File: config.mk
export PLATFORM = sky130hd
export DESIGN_NAME = parking_lot_ctrl
export DESIGN_NICKNAME = d
export VERILOG_FILES = /design/src/rtl/parking_lot_ctrl.sv
export SDC_FILE = /design/constraint.sdc
export NUM_CORES = 1
export LEC_CHECK = 0
export CORE_MARGIN = 1
export CORE_UTILIZATION = 59
export CTS_BUF_LIST = sky130_fd_sc_hd__clkbuf_4 sky130_fd_sc_hd__clkbuf_8
export DETAILED_ROUTE_END_ITERATION = 12
export DONT_BUFFER_PORTS = 1
export HOLD_SLACK_MARGIN = 0.08
export PLACE_DENSITY = 0.77
export SETUP_SLACK_MARGIN = 0.1
export SLEW_MARGIN = 20
export SYNTH_ARGS = -nofsm -noshare
export SYNTH_HDL_FRONTEND = slang
export SYNTH_SLANG_ARGS = --single-unit
File: constraint.sdc
create_clock -name clk -period 2.4 [get_ports clk]
set_input_delay 0.72 -clock clk [delete_from_list [all_inputs] [get_ports clk]]
set_output_delay 0.72 -clock clk [all_outputs]
set_load 0.05 [all_outputs]
File: src/rtl/parking_lot_ctrl.sv
// parking_lot_ctrl: lot occupancy counter with independent entry/exit gate sequencers.
//   clk, reset        : clock, synchronous active-high reset
//   entry_req_i       : entry kiosk request (level)
//   exit_req_i        : exit kiosk request (level)
//   enter_pulse_i     : one-cycle pulse, car completed entry
//   exit_pulse_i      : one-cycle pulse, car completed exit
//   gate_in_open_o    : entry gate open command (registered)
//   gate_out_open_o   : exit gate open command (registered)
//   occupancy_o       : cars currently in the lot
//   full_o, empty_o   : occupancy == CAPACITY / occupancy == 0
//   reject_o          : one-cycle pulse, entry refused because the lot is full
//   timeout_o         : one-cycle pulses, [1] exit gate / [0] entry gate timed out
//   err_ovf_o         : sticky, enter pulse while full
//   err_unf_o         : sticky, exit pulse while empty
// Optional feature, enabled by defining PARKING_PEAK_TRACK_EN:
//   peak_clr_i        : load peak with the current occupancy
//   peak_o            : maximum occupancy since reset / last clear
module parking_lot_ctrl #(
  parameter int CAPACITY = 16,
  parameter int GATE_CYCLES = 50,
  parameter int HOLDOFF = 4,
  localparam int CW = $clog2(CAPACITY + 1)
) (
  input  logic          clk,
  input  logic          reset,
  input  logic          entry_req_i,
  input  logic          exit_req_i,
  input  logic          enter_pulse_i,
  input  logic          exit_pulse_i,
`ifdef PARKING_PEAK_TRACK_EN
  input  logic          peak_clr_i,
  output logic [CW-1:0] peak_o,
`endif
  output logic          gate_in_open_o,
  output logic          gate_out_open_o,
  output logic [CW-1:0] occupancy_o,
  output logic          full_o,
  output logic          empty_o,
  output logic          reject_o,
  output logic [1:0]    timeout_o,
  output logic          err_ovf_o,
  output logic          err_unf_o
);
  typedef enum logic [1:0] {IDLE, OPEN, HOLD} gate_state_e;
  localparam int TW = $clog2(GATE_CYCLES + HOLDOFF + 1);
  logic [CW-1:0] occ_q, occ_d;
  logic ovf_q, unf_q, rej_q, inc, dec;
  logic [1:0] prev_q, req, pulse, blk, open_w, to_w, idle_w;
  assign full_o = occ_q == CW'(CAPACITY);
  assign empty_o = occ_q == '0;
  assign inc = enter_pulse_i & ~exit_pulse_i;
  assign dec = exit_pulse_i & ~enter_pulse_i;
  assign occ_d = (inc & ~full_o) ? occ_q + CW'(1) : (dec & ~empty_o) ? occ_q - CW'(1) : occ_q;
  // index 0 is the entry gate, index 1 the exit gate; only entry is blocked by capacity
  assign req = {exit_req_i, entry_req_i};
  assign pulse = {exit_pulse_i, enter_pulse_i};
  assign blk = {1'b0, full_o};
  always_ff @(posedge clk) begin
    if (reset) begin
      occ_q <= '0;
      ovf_q <= 1'b0;
      unf_q <= 1'b0;
      rej_q <= 1'b0;
      prev_q <= '0;
    end else begin
      occ_q <= occ_d;
      ovf_q <= ovf_q | (inc & full_o);
      unf_q <= unf_q | (dec & empty_o);
      prev_q <= req;
      // refusal fires only on the rising edge of a request seen while idle and blocked
      rej_q <= |(idle_w & req & ~prev_q & blk);
    end
  end
  for (genvar g = 0; g < 2; g++) begin : gate
    gate_state_e st_q;
    logic [TW-1:0] tmr_q;
    logic open_q, to_q;
    always_ff @(posedge clk) begin
      if (reset) begin
        st_q <= IDLE;
        tmr_q <= '0;
        open_q <= 1'b0;
        to_q <= 1'b0;
      end else begin
        to_q <= 1'b0;
        case (st_q)
          IDLE: if (req[g] && !blk[g]) begin
            st_q <= OPEN;
            tmr_q <= TW'(GATE_CYCLES - 1);
            open_q <= 1'b1;
          end
          // a car pulse on the last open cycle wins over the timeout
          OPEN: if (pulse[g] || tmr_q == '0) begin
            st_q <= HOLD;
            tmr_q <= TW'(HOLDOFF - 1);
            open_q <= 1'b0;
            to_q <= ~pulse[g];
          end else tmr_q <= tmr_q - TW'(1);
          default: if (tmr_q == '0) st_q <= IDLE; else tmr_q <= tmr_q - TW'(1);
        endcase
      end
    end
    assign open_w[g] = open_q;
    assign to_w[g] = to_q;
    assign idle_w[g] = st_q == IDLE;
  end
`ifdef PARKING_PEAK_TRACK_EN
  logic [CW-1:0] peak_q;
  always_ff @(posedge clk) begin
    if (reset) peak_q <= '0;
    else peak_q <= (peak_clr_i || occ_d > peak_q) ? occ_d : peak_q;
  end
  assign peak_o = peak_q;
`endif
  assign gate_in_open_o = open_w[0];
  assign gate_out_open_o = open_w[1];
  assign occupancy_o = occ_q;
  assign reject_o = rej_q;
  assign timeout_o = to_w;
  assign err_ovf_o = ovf_q;
  assign err_unf_o = unf_q;
endmodule
==> impl_metrics.env <==
export IMPL_gp_congestion=0.8494
export IMPL_clock_sinks=29
export IMPL_ys_seq_area_share_pct=34.29
export IMPL_rsz0062_at_grt="true"
export IMPL_fin_crit_sh_pct=94.38
export IMPL_synth_area_mm2=0.001693
export IMPL_synth_top_family_by_area="compound AO/OA/AOI/OAI gates"
export IMPL_tns_ns=0
export IMPL_p_leak_nw=0.7880
export IMPL_cts_tree="built"
export IMPL_antenna_cells=0
export IMPL_endpoint_kind="primary output"
export IMPL_hold_viol=0
export IMPL_ys_types=53
export IMPL_setup_viol=0
export IMPL_vias_per_cell=6.346
export IMPL_avgSynthCellArea_um2=8.593
export IMPL_vias=1523
export IMPL_synth_area_leaders="dfxtp_1 34%, a21oi_1 5.6%, ha_1 5.2%"
export IMPL_root_buffer="clkbuf_4"
export IMPL_whs_endpoint="reject_o"
export IMPL_coreArea_mm2=0.002734
export IMPL_rows=19
export IMPL_clk_latency_ns=0.34
export IMPL_synthCells=197
export IMPL_yosysTopAreaCellShare_pct=34.29
export IMPL_ys_async_sr_fraction_pct=0
export IMPL_status="completed"
export IMPL_criticalPathCategory="register to primary output"
export IMPL_synth_xor_xnor_area_share_pct=2.587
export IMPL_synth_edff_count=0
export IMPL_max_freq_mhz=441.5
export IMPL_ys_flop_type="dfxtp_1"
export IMPL_synth_nets=211
export IMPL_wirelength_um=3891
export IMPL_drt_pass1_iterations=4
export IMPL_yosys_area_share_adder_pct=6.356
export IMPL_antenna_left=0
export IMPL_htree_levels=2
export IMPL_min_from="prev_q[0]"
export IMPL_synth_simple_area_share_pct=22.03
export IMPL_synthTopCellsByCount="29 x dfxtp_1, 19 x a21oi_1, 14 x nor2_1, 13 x inv_1, 13 x o21ai_0"
export IMPL_ctsLongestPathBuffers=2
export IMPL_drt_iter0_drc=73
export IMPL_grt_pass1_vias=1434
export IMPL_period_needed_ns=2.265
export IMPL_grt_total_usage_pct=26.61
export IMPL_worst_endpoint_arrival_ns=1.55
export IMPL_holdPathStages=1
export IMPL_port_buffers=0
export IMPL_hold_buffers=0
export IMPL_skew_ns=0.01551
export IMPL_dp_cells=228
export IMPL_r2r_end="occupancy_o[3]"
export IMPL_grt_ovfl_total=0
export IMPL_crit_path_start="occupancy_o[1]"
export IMPL_ys_ff_latch=29
export IMPL_nets=222
export IMPL_dieArea_mm2=0.003087
export IMPL_max_cap_violations=0
export IMPL_cp_max_fo=4
export IMPL_drive_gt1_share_pct=20.10
export IMPL_worst_slew_pin_slew_ns=0.6329
export IMPL_reg2reg_setup_slack_ns=0.31
export IMPL_cts_clk_slew_worst_paths_ns=0.10
export IMPL_post_synth_top_count_cell="dfxtp_1"
export IMPL_drv_slew=0
export IMPL_cp_required_ns=1.68
export IMPL_antenna_found_initial=0
export IMPL_die_y_um=55.57
export IMPL_ios=20
export IMPL_dieWidth_um=55.57
export IMPL_hpwl_um=2705
export IMPL_areaGrowthSynthToFinish_pct=11.53
export IMPL_drc=0
export IMPL_irDropWorstVdd_mv=0.8946
export IMPL_instances_no_fill=240
export IMPL_startpoint_type="register"
export IMPL_synth_area_leader_cell="dfxtp_1"
export IMPL_grt_first_pass_wirelength_um=6451
export IMPL_grt_max_degree=16
export IMPL_cts_buffers=5
export IMPL_initial_core_util_pct=61.92
export IMPL_holdCritPathClass="register to register"
export IMPL_yosys_warnings=0
export IMPL_r2r_start="occupancy_o[3]"
export IMPL_synthMuxAreaShare_pct=1.330
export IMPL_reg2regPathDepth=10
export IMPL_synth_compound_area_share_pct=26.98
export IMPL_cellPowerDensity_mw_per_mm2=1034
export IMPL_wl_per_cell_um=16.21
export IMPL_slew_headroom_pct=57.58
## placed cells by master (no fill, tap or decap), types with 4 or more instances in the layout
master     n
dfxtp_2    4
buf_4     11
nor3_1     8
clkbuf_4   5
nor2_1    13
nand2_1    9
inv_1     13
xor2_1     4
o21ai_0   13
ha_1       7
dfxtp_1   24
nor2b_1    5
a21oi_1   18
## layout make-up
cell class,instances,area [µm²]
well taps,31,38.79
inverters,15,60.06
repair buffers,12,97.59
fillers,210,845.8
flip-flops and latches,29,589.3
clock inverters,1,5.005
clock buffers,7,65.06
multi-input cells,145,1032
## worst max-delay path, stage by stage, from the launching register on
cell and delay, ns:
dfxtp_2 0.35, or4_4 0.58, nor2_4 0.12, buf_8 0.15
## metal layers
layer  vias to the layer above  track usage, %  wire length, µm
met5                         -               0                0
met4                         0           10.00               65
met3                        11           8.665              241
met2                        61           44.06             1912
met1                       703           32.09             1671
li1                        748               -                -
## worst max-delay path by stage
stage                           to
floorplan           occupancy_o[4]
global placement    occupancy_o[4]
detailed placement  occupancy_o[4]
CTS                        empty_o
global route               empty_o
finish                     empty_o
## registers in the layout, indices dropped and copies added (netlist names)
name,flops
gate_out_open_o,1
gate.st_q,4
prev_q,1
reject_o,1
gate_in_open_o,1
gate.to_q,2
err_unf_o,1
gate.tmr_q,12
err_ovf_o,1
occupancy_o,5
## what timing repair did
item,in CTS,in global routing
endpoints found under the setup margin,2,2
pin swaps,0,2
buffers inserted,0,4
resized for setup,3,3
## stage by stage
stage	util, %	power (W)	cell area [µm²]	hold slack [ns]	setup WS, ns
5_1_grt	69.06	0.002075	1888	0.4131	0.09168
4_1_cts	67.55	0.001881	1847	0.4112	0.1066
3_3_place_gp	64.71	0.001487	1769	0.3829	0.1386
3_5_place_dp	64.71	0.001525	1769	0.3976	0.1130
6_report	69.06	0.001951	1888	0.4115	0.1350
2_1_floorplan	-	0.001360	1722	0.3750	0.1069
## logic make-up (layout without fill, tap and decap cells)
group / after synthesis / after routing
buf+inv: 23 / 35
xor+xnor: 5 / 5
fa+ha+maj: 8 / 8
compound gates: 68 / 68
mux: 1 / 1
simple gates: 63 / 63
flops: 29 / 29
## report_power, final
part	leakage [nW]	switching (W)	total (W)	internal [W]
registers	0.241	0.000170	0.000741	0.000571
logic	0.506	0.000487	0.000859	0.000372
clock network	0.0413	0.000181	0.000351	0.000170
total	0.788	0.000838	0.00195	0.00111
(Power assumes the default switching activity.)
